<file path="src/rtl/bnn_uart_tx.sv">
`default_nettype none
// ============================================================================
// Module   : bnn_uart_tx
// Brief    : 8N1 UART transmitter with a small byte FIFO and host RTS gating.
// Revision : 1.0 - initial release
// ============================================================================
module bnn_uart_tx #(
    parameter int CLKS_PER_BIT = 87,
    parameter int FIFO_DEPTH   = 4
) (
    input  logic       clk,
    input  logic       rst_n,
    input  logic [7:0] tx_data,
    input  logic       tx_valid,
    output logic       tx_ready,
    input  logic       host_rts,
    output logic       uart_tx,
    output logic       busy,
    output logic       frame_done
);

    localparam int c_PTR_W  = $clog2(FIFO_DEPTH);
    localparam int c_BAUD_W = $clog2(CLKS_PER_BIT);
    localparam logic [c_PTR_W:0]    c_FULL      = (c_PTR_W+1)'(FIFO_DEPTH);
    localparam logic [c_BAUD_W-1:0] c_BAUD_LAST = c_BAUD_W'(CLKS_PER_BIT - 1);
    localparam logic [c_BAUD_W-1:0] c_BAUD_PRE  = c_BAUD_W'(CLKS_PER_BIT - 2);

    localparam logic [1:0] S_IDLE  = 2'd0;
    localparam logic [1:0] S_START = 2'd1;
    localparam logic [1:0] S_DATA  = 2'd2;
    localparam logic [1:0] S_STOP  = 2'd3;

    logic [7:0]          r_mem [FIFO_DEPTH];
    logic [c_PTR_W-1:0]  r_wr_ptr;
    logic [c_PTR_W-1:0]  r_rd_ptr;
    logic [c_PTR_W:0]    r_count;
    logic                r_rts_m;
    logic                r_rts_s;
    logic [1:0]          r_state;
    logic [c_BAUD_W-1:0] r_baud;
    logic [2:0]          r_bit_idx;
    logic [7:0]          r_shift;
    logic                r_uart_tx;
    logic                r_frame_done;
    logic                w_push;
    logic                w_pop;

    assign tx_ready   = (r_count != c_FULL);
    assign w_push     = tx_valid & tx_ready;
    assign w_pop      = (r_state == S_IDLE) & (r_count != '0) & r_rts_s;
    assign busy       = (r_state != S_IDLE) | (r_count != '0);
    assign uart_tx    = r_uart_tx;
    assign frame_done = r_frame_done;

    // host_rts is asynchronous to clk
    always_ff @(posedge clk or negedge rst_n) begin
        if (!rst_n) begin
            r_rts_m <= 1'b0;
            r_rts_s <= 1'b0;
        end else begin
            r_rts_m <= host_rts;
            r_rts_s <= r_rts_m;
        end
    end

    always_ff @(posedge clk) begin
        if (w_push) begin
            r_mem[r_wr_ptr] <= tx_data;
        end
    end

    always_ff @(posedge clk or negedge rst_n) begin
        if (!rst_n) begin
            r_wr_ptr <= '0;
            r_rd_ptr <= '0;
            r_count  <= '0;
        end else begin
            if (w_push) begin
                r_wr_ptr <= r_wr_ptr + 1'b1;
            end
            if (w_pop) begin
                r_rd_ptr <= r_rd_ptr + 1'b1;
            end
            case ({w_push, w_pop})
                2'b10:   r_count <= r_count + 1'b1;
                2'b01:   r_count <= r_count - 1'b1;
                default: r_count <= r_count;
            endcase
        end
    end

    always_ff @(posedge clk or negedge rst_n) begin
        if (!rst_n) begin
            r_state      <= S_IDLE;
            r_baud       <= '0;
            r_bit_idx    <= '0;
            r_shift      <= '0;
            r_uart_tx    <= 1'b1;
            r_frame_done <= 1'b0;
        end else begin
            r_frame_done <= 1'b0;
            case (r_state)
                S_IDLE: begin
                    r_baud <= '0;
                    if (w_pop) begin
                        r_shift   <= r_mem[r_rd_ptr];
                        r_uart_tx <= 1'b0;
                        r_state   <= S_START;
                    end
                end
                S_START: begin
                    if (r_baud == c_BAUD_LAST) begin
                        r_baud    <= '0;
                        r_uart_tx <= r_shift[0];
                        r_bit_idx <= 3'd0;
                        r_state   <= S_DATA;
                    end else begin
                        r_baud <= r_baud + 1'b1;
                    end
                end
                S_DATA: begin
                    if (r_baud == c_BAUD_LAST) begin
                        r_baud <= '0;
                        if (r_bit_idx == 3'd7) begin
                            r_uart_tx <= 1'b1;
                            r_state   <= S_STOP;
                        end else begin
                            r_shift   <= {1'b0, r_shift[7:1]};
                            r_uart_tx <= r_shift[1];
                            r_bit_idx <= r_bit_idx + 1'b1;
                        end
                    end else begin
                        r_baud <= r_baud + 1'b1;
                    end
                end
                S_STOP: begin
                    if (r_baud == c_BAUD_LAST) begin
                        r_baud  <= '0;
                        r_state <= S_IDLE;
                    end else begin
                        r_baud <= r_baud + 1'b1;
                        // registered one cycle early so the pulse lands on the final stop cycle
                        if (r_baud == c_BAUD_PRE) begin
                            r_frame_done <= 1'b1;
                        end
                    end
                end
                default: r_state <= S_IDLE;
            endcase
        end
    end

endmodule
`default_nettype wire

</file>
<file path="config.mk">
export PLATFORM = sky130hd
export DESIGN_NAME = bnn_uart_tx
export DESIGN_NICKNAME = d
export VERILOG_FILES = /design/src/rtl/bnn_uart_tx.sv
export SDC_FILE = /design/constraint.sdc
export NUM_CORES = 1
export LEC_CHECK = 0
export ABC_AREA = 1
export CORE_MARGIN = 4
export CORE_UTILIZATION = 62
export CTS_CLUSTER_SIZE = 25
export DETAILED_ROUTE_END_ITERATION = 16
export PLACE_DENSITY = 0.82
export SYNTH_ARGS = -nofsm -noshare
export SYNTH_HDL_FRONTEND = slang
export SYNTH_SLANG_ARGS = --single-unit
</file>
<file path="constraint.sdc">
create_clock -name clk -period 3.2 [get_ports clk]
set_input_delay 0.32 -clock clk [delete_from_list [all_inputs] [get_ports clk]]
set_output_delay 0.32 -clock clk [all_outputs]
set_load 0.01 [all_outputs]
</file>
# Word-level counts from Yosys, hierarchy flattened
# Memories as Yosys holds them, arrays and structs flattened.
# Index checks and enable logic that the tools add are counted.
# word_totals
reg_bits	31
ramBits	32
wordCells	76
mem_count	1
# classes
n_addsub	6
n_eq_ne	15
mux	27
n_bitwise	4
n_reduce_logical	12
# memory_table
memory	depth	width	read_ports	rd_clocked_by_memory_dff	write_ports	line	rtl
r_mem	4	8	1	0	1	33	logic [7:0] r_mem [FIFO_DEPTH];
# op_table
op	count
2-to-1 mux 8 bit	3
case mux 8 bit (2 select lines)	1
equality test 7 bit (second input constant)	2
case mux 7 bit (2 select lines)	1
!= test 2 bit (second input constant)	6
case mux 3 bit (2 select lines)	2
AND reduction 4 bit	3
2-to-1 mux 2 bit	5
2-to-1 mux 1 bit	9
2-to-1 mux 3 bit	3
case mux 2 bit (4 select lines)	1
nonzero test 2 bit	4
adder 7 x 1 -> 7 bit (second input constant)	1
2-to-1 mux 7 bit	1
adder 3 x 1 -> 3 bit (second input constant)	2
equality test 2 bit (second input constant)	3
nonzero test 3 bit	2
AND reduction 5 bit	1
adder 2 x 1 -> 2 bit (second input constant)	2
equality test 2 x 1 -> 1 bit (second input constant)	2
bitwise AND 1 bit	3
equality test 3 bit (second input constant)	1
!= test 3 bit (second input constant)	1
case mux 1 bit (3 select lines)	1
4 further kinds	4

# Logic depth before layout (Yosys ltp)
# logic_depth
word_depth	5
ltp_mapped	10

# Worst setup path after synthesis
# OpenSTA, ideal clock, no wires.
# synth_timing
path_kind	reg2reg
from	register r_state[0]
to	register r_count[2]
arrival_time_ps	1837
required_ps	3069
path_slack_ps	1232
path_stages_with_launch	11
path_buffers	0
period_less_slack_ps	1968
cell_sequence	dfrtp_1 inv_1 ha_1 nand3_2 inv_1 ha_1 inv_1 fa_1 a21oi_1 o21ai_0 xor2_1
# synth_between
elab_chain_cells	5
word_cells_on_any_way	7
# synth_rtl
element	line	rtl
from (decl)	39	logic [1:0] r_state;
from (signal assigned)	94	r_state <= S_IDLE;
from (signal assigned)	108	r_state <= S_START;
from (signal assigned)	116	r_state <= S_DATA;
logical NOT 2 bit (*)	50	assign w_pop = (r_state == S_IDLE) & (r_count != '0) & r_rts_s;
bitwise AND 1 bit (*) (2 in series)	50	
net w_pop	46	logic w_pop;
equality test 2 x 1 -> 1 bit / equality test 2 bit (equally long branches)	84	case ({w_push, w_pop})
case mux 3 bit (2 select lines) / nonzero test 2 bit (equally long branches)	-	
to (signal assigned)	85	2'b10: r_count <= r_count + 1'b1;
to (signal assigned)	86	2'b01: r_count <= r_count - 1'b1;
to (signal assigned)	87	default: r_count <= r_count;
to (decl)	36	logic [c_PTR_W:0] r_count;
# The timed path passes the listed nets; every way through them passes the cells marked *.
# A chain may end at the register's enable or synchronous reset.

# Worst setup path after layout
# Ends and elaborated chain as after synthesis.

==> flow_summary_export.csv <==
group,metric,value,unit
clock_tree,post_cts_buffers,0,
setup_path,critPathMaxFanout,5,
routing,drt_iter0_markers,135,
routing,firstDrtPassIters,4,
setup_path,cp-start-kind,"flop",
global_route,first_global_vias,1910,
sta,tns,0,ps
sta,fmax,464.9,MHz
clock_tree,post_cts_resized,0,
clock_tree,cts_max_level,3,
sta,tightestPinTransition,783.9,ps
finish,diodes,0,
synthesis,synthesis.nets,320,
clock_tree,clockBufferDepth,2,
placed_design,hpwl,3579,um
sta,period_share,67.22,%
synthesis,yosysUniqueCellTypes,32,
clock_tree,cts-buffers-inserted,9,
sta,skew,9.930,ps
synthesis,async_flop_share,49.21,%
job,maxCapViolCount,0,
setup_path,cp.arrival,2370,ps
floorplanning,ios,16,
clock_tree,cts_hold_buffers,0,
floorplanning,row_count,24,
finish,area_delta_synth_final,11.34,%
clock_tree,clk-insertion-delay-late,340,ps
synthesis,synthTopCellsByCount,"nand2_1, edfxtp_1, dfrtp_1",
floorplanning,initial_core_util,66.08,%
placed_design,routabilityCongestion,0.8070,
routing,ant_nets,0,
synthesis,yosysSeqAreaShare,58.78,%
synthesis,synth_seq_cells,63,
routing,vias_per_cell,5.322,
clock_tree,cts_root_buf,"clkbuf_8",
setup_path,critPathKind,"reg -> reg",
synthesis,synth.area.top_cells,"edfxtp_1, dfrtp_1, nand2_1",
clock_tree,clock_sinks,63,
floorplanning,die_w,77.06,um
synthesis,synth_edf_count,32,
setup_path,slowest_delay,410,ps
routing,drc_errors,0,
synthesis,syn_area,2957,sq um
sta,slew_violations,0,
outcome,status,"completed",
routing,wire_per_inst,14.20,um
synthesis,synth_top_area_share,32.50,%
sta,rsz0062_at_grt,"no",
clock_tree,clk_pin_slew,70,ps
power_and_ir_drop,ir_drop,0.4524,mV
clock_tree,cts_tree,"done",
global_route,grt_start_max_net_pins,32,
placed_design,portBuffers,15,
synthesis,synth_top_area_cell,"edfxtp_1",
global_route,overflow,0,
sta,fin_hold_ws,353.9,ps
global_route,grt_pass1_wl,8983,um
routing,vias,1964,
setup_path,end_kind,"flop",
sta,setup_viol,0,
worst_hold_path,hold_path_class,"reg -> reg",
floorplanning,die_h,77.06,um
floorplanning,coreArea,4474,sq um
sta,min_period,2151,ps
floorplanning,die-area,5937,sq um
power_and_ir_drop,power.density,891.3,nW/um^2
routing,wirelength,5239,um
sta,hold_violations,0,
power_and_ir_drop,leakagePower,1.490,nW
global_route,grt_antenna_before_repair,0,
setup_path,cp_cell_sequence,"inv_1 -> ha_1 -> nand3_2 -> inv_1 -> ha_1 -> inv_1 -> fa_1 -> a21oi_1 -> o21ai_0 -> xor2_1",
synthesis,synthFlopType,"edfxtp_1",
setup_path,required,3420,ps
synthesis,yosys_warnings,0,
setup_path,crit_path_frequent_cell,"inv_1",
synthesis,avgSynthCellArea,10.13,sq um
synthesis,synthCells,292,
finish,drive_above_1_share,9.779,%
setup_path,critPathSlowestCell,"dfrtp_1",
synthesis,synth_most_common_cell,"nand2_1",
sta,maxSlewHeadroom,47.55,%
finish,nets,340,
global_route,track_usage,19.98,%
-- state kept, by name, indices dropped and copies added (netlist names) --
name	cells
r_baud	7
r_state	2
r_count	3
uart_tx	1
r_bit_idx	3
r_rts_m	1
r_mem	32
r_wr_ptr	2
frame_done	1
r_shift	8
r_rd_ptr	2
r_rts_s	1
-- final cells by class --
type | instances | area, sq um
inverters | 26 | 102.6
flip-flops and latches | 63 | 1738
clock buffers | 12 | 135.1
repair buffers | 16 | 157.7
well taps | 52 | 65.06
fillers | 314 | 1182
multi-input cells | 196 | 1072
clock inverters | 4 | 21.27
-- per-layer routing --
metal  wire [um]  global-route usage, %  up-vias  part of all wire, %
li1            -                      -      992                    -
met1        2488                  27.39      914                   47
met2        2325                  28.75       46                   44
met3         278                  4.801       12                  5.3
met4         146                  12.28        0                  2.8
met5           0                      0        -                    0
-- cells by family (layout without fill, tap and decap cells) --
logic type | Yosys count | after routing | synth area share, %
AND/OR/NAND/NOR | 156 | 156 | 23.70
flip-flops | 63 | 63 | 58.78
buffers and inverters | 33 | 58 | 4.951
adder cells (fa/ha/maj) | 16 | 16 | 7.025
AO/OA/AOI/OAI | 15 | 15 | 2.878
XOR/XNOR | 9 | 9 | 2.666
-- worst max-delay path: cells and delay by family (launching register included) --
family	cells	cell delay (ps)
adder cells (fa/ha/maj)	3	800
flip-flops	1	410
buffers and inverters	3	260
AO/OA/AOI/OAI	2	250
AND/OR/NAND/NOR	1	160
XOR/XNOR	1	160
-- where the power goes --
| part | total (mW) | internal, mW | switching (mW) |
|---|---|---|---|
| clock | 0.568 | 0.278 | 0.290 |
| sequential | 1.24 | 1.08 | 0.158 |
| combinational | 1.12 | 0.397 | 0.727 |
| total | 2.93 | 1.76 | 1.17 |
-- metrics by stage --
step	area, sq um	total power, mW	std cells	util [%]	setup slack, ps
2_1_floorplan	2957	2.105	292	-	1232
3_5_place_dp	3136	2.376	353	70.08	1045
6_report	3292	2.934	369	73.57	1049
5_1_grt	3292	3.185	369	73.57	874.1
3_3_place_gp	3136	2.326	353	70.08	1132
4_1_cts	3292	2.949	369	73.57	1039
-- worst paths after layout --
kind,endpoint,startpoint,cells after the start,slack (ps)
setup / recovery,r_count[2],r_state[0],10,1050
hold / removal,r_rts_s,r_rts_m,0,350
setup reg to reg,r_count[2],r_state[0],10,1050
hold reg to reg,r_rts_s,r_rts_m,0,350
max in group asynchronous,uart_tx,rst_n,2,2500
min in group asynchronous,r_shift[5],rst_n,2,370
-- cells in the final DEF, fill, tap and decap left out, types with 2 or more instances in the layout --
cell type        Yosys  final
nand2_1             94     94
o21ai_0              6      6
nand3_2              2      2
nand3_1             27     27
clkinv_2             0      3
o21ai_1              4      4
xnor2_1              2      2
clkbuf_1             0      3
clkbuf_8             0      9
dfrtp_1             30     30
nor2_1              17     17
edfxtp_1            32     32
nand2_2              3      3
inv_1               21     21
inv_2                4      4
ha_1                15     15
xor2_1               7      7
clkdlybuf4s50_1      0     15
nand4_1              6      6
a21oi_1              2      2
Power figures use the tool's default switching activity.
